===== src/rtl/sreg_sched_ctrl.sv =====
`default_nettype none
// ============================================================================
//  Module   : sreg_sched_ctrl
//  Purpose  : Schedule controller for a shift-register style buffer memory.
//             A start pulse launches one schedule of extent_x*extent_y writes
//             beginning at schedule cycle wr_start, and the same number of
//             reads beginning at rd_start. Addresses run linearly and wrap
//             modulo DEPTH.
//  Ports    : clk, rst_n       - clock (rising edge), async active-low reset
//             clk_en           - global stall, low freezes all state
//             start            - launch pulse, sampled in IDLE only
//             cfg_extent_x/y   - inner / outer loop extents
//             cfg_wr_start     - schedule cycle of the first write
//             cfg_rd_start     - schedule cycle of the first read
//             write_addr_0/wen_0, read_addr_0/ren_0 - memory port controls
//             busy, done, cfg_err - status
//  Revision : 1.0 - initial release
// ============================================================================
module sreg_sched_ctrl #(
  parameter int DEPTH      = 1024,
  parameter int CTRL_WIDTH = 16
) (
  input  logic                  clk,
  input  logic                  rst_n,
  input  logic                  clk_en,
  input  logic                  start,
  input  logic [CTRL_WIDTH-1:0] cfg_extent_x,
  input  logic [CTRL_WIDTH-1:0] cfg_extent_y,
  input  logic [CTRL_WIDTH-1:0] cfg_wr_start,
  input  logic [CTRL_WIDTH-1:0] cfg_rd_start,
  output logic [CTRL_WIDTH-1:0] write_addr_0,
  output logic                  wen_0,
  output logic [CTRL_WIDTH-1:0] read_addr_0,
  output logic                  ren_0,
  output logic                  busy,
  output logic                  done,
  output logic                  cfg_err
);

  localparam int CW = CTRL_WIDTH;
  localparam int PW = 2 * CTRL_WIDTH;
  localparam int LW = CTRL_WIDTH + 33;
  localparam logic [CW-1:0] C_ADDR_LAST = CW'(DEPTH - 1);
  localparam logic [CW-1:0] C_CYC_MAX   = '1;

  typedef enum logic [1:0] {
    S_IDLE = 2'd0,
    S_RUN  = 2'd1,
    S_DONE = 2'd2
  } state_t;

  state_t r_state;
  state_t w_state_nxt;

  // Captured configuration
  logic [CW-1:0] r_ext_x, r_ext_y, r_wr_start, r_rd_start;
  logic [PW-1:0] r_total;

  // Schedule state
  logic [CW-1:0] r_cyc;
  logic [PW-1:0] r_wr_cnt, r_rd_cnt;     // accesses issued, including current cycle
  logic [CW-1:0] r_wr_ptr, r_rd_ptr;     // address of the next access
  logic [CW-1:0] r_wr_x, r_wr_y, r_rd_x, r_rd_y;
  logic [CW-1:0] r_waddr, r_raddr;
  logic          r_wen, r_ren, r_done, r_err;

  function automatic logic [CTRL_WIDTH-1:0] wrap_inc(input logic [CTRL_WIDTH-1:0] v,
                                                     input logic [CTRL_WIDTH-1:0] last);
    return (v == last) ? '0 : v + CTRL_WIDTH'(1);
  endfunction

  // --------------------------------------------------------------------------
  // Start qualification. The lag is only meaningful when rd_start > wr_start,
  // which is checked first, so the subtraction never needs to wrap.
  // --------------------------------------------------------------------------
  logic [CW-1:0] w_lag;
  logic          w_cfg_bad, w_start_req, w_start_ok, w_start_bad;

  assign w_lag       = cfg_rd_start - cfg_wr_start;
  assign w_cfg_bad   = (cfg_extent_x == '0) || (cfg_extent_y == '0) ||
                       (cfg_rd_start <= cfg_wr_start) ||
                       (LW'(w_lag) > LW'(DEPTH));
  assign w_start_req = clk_en && start && (r_state == S_IDLE);
  assign w_start_ok  = w_start_req && !w_cfg_bad;
  assign w_start_bad = w_start_req && w_cfg_bad;

  // --------------------------------------------------------------------------
  // Effective values for the coming cycle: on an accepted start the fresh
  // configuration and zeroed counters are used directly, so an access at
  // schedule cycle 0 is issued in the very first RUN cycle.
  // --------------------------------------------------------------------------
  logic [CW-1:0] w_ext_x_e, w_ext_y_e, w_wr_start_e, w_rd_start_e;
  logic [PW-1:0] w_total_e, w_wr_cnt_e, w_rd_cnt_e;
  logic [CW-1:0] w_wr_ptr_e, w_rd_ptr_e, w_wr_x_e, w_wr_y_e, w_rd_x_e, w_rd_y_e;
  logic [CW-1:0] w_cyc_nxt;
  logic          w_last_read, w_wen_nxt, w_ren_nxt, w_run_nxt;

  assign w_ext_x_e    = w_start_ok ? cfg_extent_x : r_ext_x;
  assign w_ext_y_e    = w_start_ok ? cfg_extent_y : r_ext_y;
  assign w_wr_start_e = w_start_ok ? cfg_wr_start : r_wr_start;
  assign w_rd_start_e = w_start_ok ? cfg_rd_start : r_rd_start;
  assign w_total_e    = w_start_ok ? PW'(cfg_extent_x) * PW'(cfg_extent_y) : r_total;
  assign w_wr_cnt_e   = w_start_ok ? '0 : r_wr_cnt;
  assign w_rd_cnt_e   = w_start_ok ? '0 : r_rd_cnt;
  assign w_wr_ptr_e   = w_start_ok ? '0 : r_wr_ptr;
  assign w_rd_ptr_e   = w_start_ok ? '0 : r_rd_ptr;
  assign w_wr_x_e     = w_start_ok ? '0 : r_wr_x;
  assign w_wr_y_e     = w_start_ok ? '0 : r_wr_y;
  assign w_rd_x_e     = w_start_ok ? '0 : r_rd_x;
  assign w_rd_y_e     = w_start_ok ? '0 : r_rd_y;

  assign w_cyc_nxt = w_start_ok ? '0 :
                     (r_cyc == C_CYC_MAX) ? r_cyc : r_cyc + CW'(1);

  // The current cycle carries the final read of the schedule.
  assign w_last_read = (r_state == S_RUN) && r_ren && (r_rd_cnt == r_total);

  // --------------------------------------------------------------------------
  // FSM
  // --------------------------------------------------------------------------
  always_ff @(posedge clk or negedge rst_n) begin
    if (!rst_n) begin
      r_state <= S_IDLE;
    end else if (clk_en) begin
      r_state <= w_state_nxt;
    end
  end

  always_comb begin
    w_state_nxt = r_state;
    case (r_state)
      S_IDLE:  if (w_start_ok)  w_state_nxt = S_RUN;
      S_RUN:   if (w_last_read) w_state_nxt = S_DONE;
      S_DONE:  w_state_nxt = S_IDLE;
      default: w_state_nxt = S_IDLE;
    endcase
  end

  assign w_run_nxt = (w_state_nxt == S_RUN);
  assign w_wen_nxt = w_run_nxt && (w_cyc_nxt >= w_wr_start_e) && (w_wr_cnt_e < w_total_e);
  assign w_ren_nxt = w_run_nxt && (w_cyc_nxt >= w_rd_start_e) && (w_rd_cnt_e < w_total_e);

  // --------------------------------------------------------------------------
  // Datapath
  // --------------------------------------------------------------------------
  always_ff @(posedge clk or negedge rst_n) begin
    if (!rst_n) begin
      r_ext_x    <= '0;
      r_ext_y    <= '0;
      r_wr_start <= '0;
      r_rd_start <= '0;
      r_total    <= '0;
      r_cyc      <= '0;
      r_wr_cnt   <= '0;
      r_rd_cnt   <= '0;
      r_wr_ptr   <= '0;
      r_rd_ptr   <= '0;
      r_wr_x     <= '0;
      r_wr_y     <= '0;
      r_rd_x     <= '0;
      r_rd_y     <= '0;
      r_waddr    <= '0;
      r_raddr    <= '0;
      r_wen      <= 1'b0;
      r_ren      <= 1'b0;
      r_done     <= 1'b0;
      r_err      <= 1'b0;
    end else if (clk_en) begin
      if (w_start_ok) begin
        r_ext_x    <= cfg_extent_x;
        r_ext_y    <= cfg_extent_y;
        r_wr_start <= cfg_wr_start;
        r_rd_start <= cfg_rd_start;
        r_total    <= w_total_e;
      end

      if (w_start_ok || (r_state == S_RUN)) begin
        r_cyc <= w_cyc_nxt;
      end

      if (w_start_bad) begin
        r_err <= 1'b1;
      end else if (w_start_ok) begin
        r_err <= 1'b0;
      end

      r_wen  <= w_wen_nxt;
      r_ren  <= w_ren_nxt;
      r_done <= (w_state_nxt == S_DONE);

      // Write port
      if (w_wen_nxt) begin
        r_wr_cnt <= w_wr_cnt_e + PW'(1);
        r_waddr  <= w_wr_ptr_e;
        r_wr_ptr <= wrap_inc(w_wr_ptr_e, C_ADDR_LAST);
        r_wr_x   <= wrap_inc(w_wr_x_e, w_ext_x_e - CW'(1));
        if (w_wr_x_e == w_ext_x_e - CW'(1)) begin
          r_wr_y <= wrap_inc(w_wr_y_e, w_ext_y_e - CW'(1));
        end else begin
          r_wr_y <= w_wr_y_e;
        end
      end else begin
        r_wr_cnt <= w_wr_cnt_e;
        r_wr_ptr <= w_wr_ptr_e;
        r_wr_x   <= w_wr_x_e;
        r_wr_y   <= w_wr_y_e;
        if (w_start_ok) r_waddr <= '0;
      end

      // Read port
      if (w_ren_nxt) begin
        r_rd_cnt <= w_rd_cnt_e + PW'(1);
        r_raddr  <= w_rd_ptr_e;
        r_rd_ptr <= wrap_inc(w_rd_ptr_e, C_ADDR_LAST);
        r_rd_x   <= wrap_inc(w_rd_x_e, w_ext_x_e - CW'(1));
        if (w_rd_x_e == w_ext_x_e - CW'(1)) begin
          r_rd_y <= wrap_inc(w_rd_y_e, w_ext_y_e - CW'(1));
        end else begin
          r_rd_y <= w_rd_y_e;
        end
      end else begin
        r_rd_cnt <= w_rd_cnt_e;
        r_rd_ptr <= w_rd_ptr_e;
        r_rd_x   <= w_rd_x_e;
        r_rd_y   <= w_rd_y_e;
        if (w_start_ok) r_raddr <= '0;
      end
    end
  end

  // Strobes come straight from flops; the stall qualifier only masks them so
  // the memory sees no access in a cycle where the schedule itself is frozen.
  // The pending access is re-presented once clk_en returns.
  assign wen_0        = r_wen & clk_en;
  assign ren_0        = r_ren & clk_en;
  assign done         = r_done & clk_en;
  assign write_addr_0 = r_waddr;
  assign read_addr_0  = r_raddr;
  assign busy         = (r_state != S_IDLE);
  assign cfg_err      = r_err;

endmodule
`default_nettype wire


===== config.mk =====
export PLATFORM = sky130hd
export DESIGN_NAME = sreg_sched_ctrl
export DESIGN_NICKNAME = d
export VERILOG_FILES = /design/src/rtl/sreg_sched_ctrl.sv
export SDC_FILE = /design/constraint.sdc
export NUM_CORES = 1
export LEC_CHECK = 0
export CELL_PAD_IN_SITES_DETAIL_PLACEMENT = 0
export CELL_PAD_IN_SITES_GLOBAL_PLACEMENT = 1
export CORE_UTILIZATION = 35
export CTS_BUF_LIST = sky130_fd_sc_hd__clkbuf_4 sky130_fd_sc_hd__clkbuf_8 sky130_fd_sc_hd__clkbuf_16
export CTS_CLUSTER_DIAMETER = 200
export DETAILED_ROUTE_END_ITERATION = 7
export PLACE_DENSITY = 0.62
export SLEW_MARGIN = 20
export SYNTH_ARGS = -nofsm -noshare
export SYNTH_HDL_FRONTEND = slang
export SYNTH_SLANG_ARGS = --single-unit

===== constraint.sdc =====
create_clock -name clk -period 8.65 [get_ports clk]
set_input_delay 1.73 -clock clk [delete_from_list [all_inputs] [get_ports clk]]
set_output_delay 1.73 -clock clk [all_outputs]
set_load 0.05 [all_outputs]

# ---- Yosys cells after proc, flatten, opt, wreduce, memory -nomap -nowiden
# Cells that the tools add are included.
dict set report classes {
  magnitude_cmp 6
  addsub 6
  bitwise 3
  reduce_logical 27
  mul 1
  muxes 23
  n_eq_ne 7
}
# operator n
set ops {}
lappend ops {{16-bit 2-to-1 mux} 13}
lappend ops {{32-bit 2-to-1 mux} 5}
lappend ops {{32-bit by 1-bit adder with 32-bit output, second input constant} 2}
lappend ops {{32-bit less-than comparator} 2}
lappend ops {{16-bit by 1-bit adder with 16-bit output, second input constant} 3}
lappend ops {{16-bit by 10-bit equality test with 1-bit output, second input constant} 2}
lappend ops {{32-bit equality test} 1}
lappend ops {{16-bit greater-or-equal comparator} 2}
lappend ops {{16-bit zero test} 2}
lappend ops {{16-bit by 16-bit multiplier with 32-bit output} 1}
lappend ops {{16-bit equality test, second input constant} 1}
lappend ops {{16-bit by 11-bit greater-than comparator with 1-bit output, second input constant} 1}
lappend ops {{16-bit less-or-equal comparator} 1}
lappend ops {{16-bit subtractor} 1}
lappend ops {{1-bit logical AND} 10}
lappend ops {{2-bit AND reduction} 5}
lappend ops {{2-bit nonzero test} 4}
lappend ops {{2-bit by 1-bit equality test with 1-bit output, second input constant} 2}
lappend ops {{1-bit logical OR} 4}
lappend ops {{2-bit 2-to-1 mux} 2}
lappend ops {{2-bit case mux with 2 select lines} 1}
lappend ops {{1-bit AND} 3}
lappend ops {{2-bit equality test, second input constant} 1}
lappend ops {{2-bit zero test} 1}
lappend ops {{2 further kinds} 3}
dict set report word_totals {
  out_inout_bits 37
  word_cells 88
  reg_bits 214
}

# ---- Logic depth before layout (Yosys ltp)
dict set report logic_depth {
  ltp_word 13
  ltp_mapped 40
  depth_no_buf 37
}

# ---- Worst setup path before layout
# Ideal clock, no wire load.
dict set report synth_timing {
  kind {input-to-reg}
  from {input port cfg_extent_y[9]}
  to {register r_raddr[15] (netlist: read_addr_0[15])}
  required_time_ns 8.518
  setup_ns 0.132
  stages 37
  setup_slack_ns -1.743
  t_arrival_ns 10.261
  cell_sequence {clkbuf_1 clkbuf_1 nand2_1 fa_1 inv_1 fa_1 inv_1 fa_1 inv_1 fa_1 fa_1 inv_1 fa_1 inv_1 ha_1 nand2_1 o21ai_0 a31oi_1 or4_1 a31oi_1 o2bb2ai_1 a31oi_1 o21a_1 ha_1 nand4_1 nor2_1 nand3_1 or3_1 a2111o_1 o21ai_0 nor4_1 a21boi_0 o211ai_1 buf_2 buf_2 mux2i_1 nor2_1}
}
dict set report synth_between {
  elab_chain_cells 13
}
# item line_no
set synth_rtl {}
lappend synth_rtl {{start, declared} 28} ;# input logic [CTRL_WIDTH-1:0] cfg_extent_y,
lappend synth_rtl {{parallel branches: the longest is 13 deep, another holds 16-bit by 16-bit multiplier with 32-bit output} n/a}
lappend synth_rtl {{end signal, assigned} 213} ;# r_raddr <= w_rd_ptr_e;
lappend synth_rtl {{end, declared} 64} ;# logic [CW-1:0] r_waddr, r_raddr;
# Parallel ways; which one is timed is not known.
# A chain may end at the register's enable or synchronous reset.

# ---- Worst setup path after layout
dict set report layout_timing {
  from {input port cfg_extent_x[2]}
  to {register r_raddr[11] (netlist: read_addr_0[11])}
}
dict set report layout_between {
  elab_chain_cells 13
}
# item line_no
set layout_rtl {}
lappend layout_rtl {{start, declared} 27} ;# input logic [CTRL_WIDTH-1:0] cfg_extent_x,
lappend layout_rtl {{parallel branches: the longest is 13 deep, another holds 16-bit by 16-bit multiplier with 32-bit output} n/a}
# Parallel ways; which one is timed is not known.

==> metrics.cfg <==
[placement]
place_area_um2=26400
dpl.cell_count=3632
io_buffers=104
place_hpwl_mm=52.0
pre_cts_ws_ns=-2.23
routabilityCongestion=0.867

[power]
pwr_density_cell_nw_per_um2=343
ir_drop_mv=0.723
power.switching_mw=4.34
cellLeakagePower_nw=14.7
clockPowerShare=0.118
finalPower_mw=10.1
switching_share=0.429
p_comb_frac=0.768
seqPwrFrac=0.115
p_int_mw=5.77

[route]
wl_mm=68.7
wl_per_cell_um=18.2
drc=0
via_per_inst=5.13
num_vias=19300
antenna_left=0
drt_pass1_iterations=6
dr.first_iter.drc_count=964

[clock_network]
cts_root_buffer=clkbuf_16
cts_buffers=27
clockBufferDepth=3
clk_pin_slew_ns=0.06
cts_hold_repair.buffers=0
cts_tree=yes
clock_latency_ns=0.57
cts.sinks=214
htree_levels=1

[final_layout]
nNetsFinal=3383
final_cell_mix=nand2_1 (318), inv_1 (318), buf_4 (241)
design_area_um2=29500
stdcell_count=3768
drive_above_1_share=0.229
areaGrowthSynthToFinish_pct=32.0

[setup_path]
critPathTopFamily=adder cells
cpMostUsedCell=fa_1
startpoint_type=primary input
cp_slowest_cell=fa_1
endpoint_kind=flop
critPathBufInv=8
crit_arrival_ns=10.03
reg2reg_from=r_state[1]
cp_data_required_time_ns=9.10
max_stage_delay_ns=0.54
critPathMaxFanout=6
worst-setup-path-type=in -> reg
crit_path_start=cfg_extent_x[2]

[timing]
setup_viol=130
drv_slew=0
finalHoldViolCount=0
rsz0062_at_grt=yes
min_period_ns=9.58
finClkSkew_ns=0.0218
timing.fmax_ghz=0.104
worst_slack_ns=-0.928
timing.final.crit_share=1.11
tightest_slew_ns=1.12
maxSlewHeadroom=0.246

[die]
dieArea_um2=64800
start_util=0.354
io_pins=105
rows=92
coreArea_um2=63100
die_y_um=255
die_w_um=255

[yosys]
synth_cell_type_count=74
synthFlopType=dfrtp_1
synth_seq_cells=214
ys_warn_count=0
synthArstFlopShare=1.00
synth_edf_count=0
syn_inst=2546
synthesis.area_um2=22300
syn_nets=3027
yosysSeqAreaShare=0.240
avgSynthCellArea_um2=8.77

[worst_hold_path]
hp-start=r_wr_start[0]
hold_class=reg -> reg

[global_routing]
grt_max_degree=111
grt_pass1_wl_mm=112
grt_pass1_vias=20600
grt_overflow_total=0
antenna_found_initial=0
grtUsageTotal=0.219

[run]
maxCapViolations=0

[status]
violations=negative setup slack
outcome=complete, but fails checks

## area by class of cell
class | count | area (um^2)
antenna | 1 | 2.50
clock buffer | 33 | 746
clock inverter | 15 | 176
fill | 6166 | 33600
inverter | 343 | 1290
multi-input combinational | 1887 | 16700
sequential | 214 | 5360
tap | 846 | 1060
timing repair buffer | 429 | 4100
## power by group through the flow
| stage | Clock, mW | Sequential [mW] | Combinational, mW |
|---|---|---|---|
| 2_1_floorplan | 0 | 1.19 | 3.89 |
| 3_3_place_gp | 0 | 1.18 | 6.26 |
| 3_5_place_dp | 0 | 1.18 | 6.28 |
| 4_1_cts | 1.21 | 1.16 | 7.31 |
| 5_1_grt | 1.26 | 1.17 | 8.58 |
| 6_report | 1.19 | 1.16 | 7.76 |
## cell families (layout without fill, tap and decap cells)
group	count (synthesis)	after routing	synth area share
DFF	214	214	0.240
adders and majority gates	413	413	0.297
muxes	66	66	0.0308
buffers and inverters	446	820	0.0758
AOI/OAI and AO/OA	366	366	0.107
and+or+nand+nor	929	930	0.206
xor gates and xnor gates	112	112	0.0439
other	0	1	0
## cells in the mapped netlist, types with 22 or more instances
cell      instances  share of area
a21o_1           52          0.017
a21oi_1          68          0.015
a31oi_1          27         0.0076
and2_1          179          0.050
and3_1           32         0.0090
clkbuf_1         90          0.015
dfrtp_1         214           0.24
fa_1            194           0.17
ha_1            219           0.12
inv_1           343          0.058
mux2_2           22          0.011
mux2i_1          44          0.020
nand2_1         340          0.057
nand3_1          47          0.011
nand4_1          43          0.012
nor2_1          141          0.024
nor3_1           34         0.0076
nor4_1           29         0.0081
o21ai_0         107          0.024
xnor2_1          44          0.017
xor2_1           68          0.027
## worst paths after layout
check	depth (start not counted)	slack (ns)	endpoint
worst max register to register	24	2.25	r_wr_cnt[18]
worst max-delay path	39	-0.93	read_addr_0[11]
min in group asynchronous	1	1.25	r_wr_cnt[8]
worst min register to register	2	0.47	r_wr_start[0]
max in group asynchronous	2	6.02	read_addr_0[8]
worst min-delay path	2	0.47	r_wr_start[0]
## per-layer routing
metal	track usage	routed length, um
met1	0.299	31900
met5	0	0
met3	0.0186	2210
met2	0.377	33400
met4	0.0417	1310
## flip-flops by register name, summed over array words and instances (netlist names), named ones only
signal        flops
r_done            1
r_rd_ptr         16
r_wr_cnt         32
write_addr_0     16
r_total          31
r_rd_cnt         32
r_state           2
r_wr_ptr         16
cfg_err           1
r_ren             1
r_wen             1
r_wr_start       16
r_cyc            16
r_rd_start       16
read_addr_0      16
## worst register-to-register path, cell delays in order, from the launching register on
cell	delay [ns]
dfrtp_1	0.44
or2_2	0.35
nor2_1	0.47
nand3_1	0.32
nor3_1	0.21
mux2i_1	0.10
a311o_1	0.39
or3_4	0.48
buf_12	0.23
nand2_1	0.16
inv_1	0.06
ha_1	0.28
a21o_1	0.16
a21o_1	0.17
a21oi_1	0.24
o21ai_0	0.15
a221oi_1	0.31
nand3b_1	0.21
o2bb2ai_2	0.22
a2111oi_4	0.30
nand3_4	0.21
buf_12	0.20
buf_4	0.13
or4_4	0.41
a21oi_2	0.12
## through the flow
step / hold slack, ns / TNS [ns] / util
2_1_floorplan: 0.433 / -74.29 / -
3_3_place_gp: 0.447 / -242.67 / 0.418
3_5_place_dp: 0.455 / -247.11 / 0.418
4_1_cts: 0.467 / -96.82 / 0.460
5_1_grt: 0.494 / -138.57 / 0.467
6_report: 0.465 / -96.44 / 0.467
## what timing repair did
item,CTS,global route
setup endpoints to repair,130,130
gates cloned,13,0
gates resized for setup,334,96
pin swaps,184,86
buffers inserted,60,20
(Power assumes the default switching activity.)
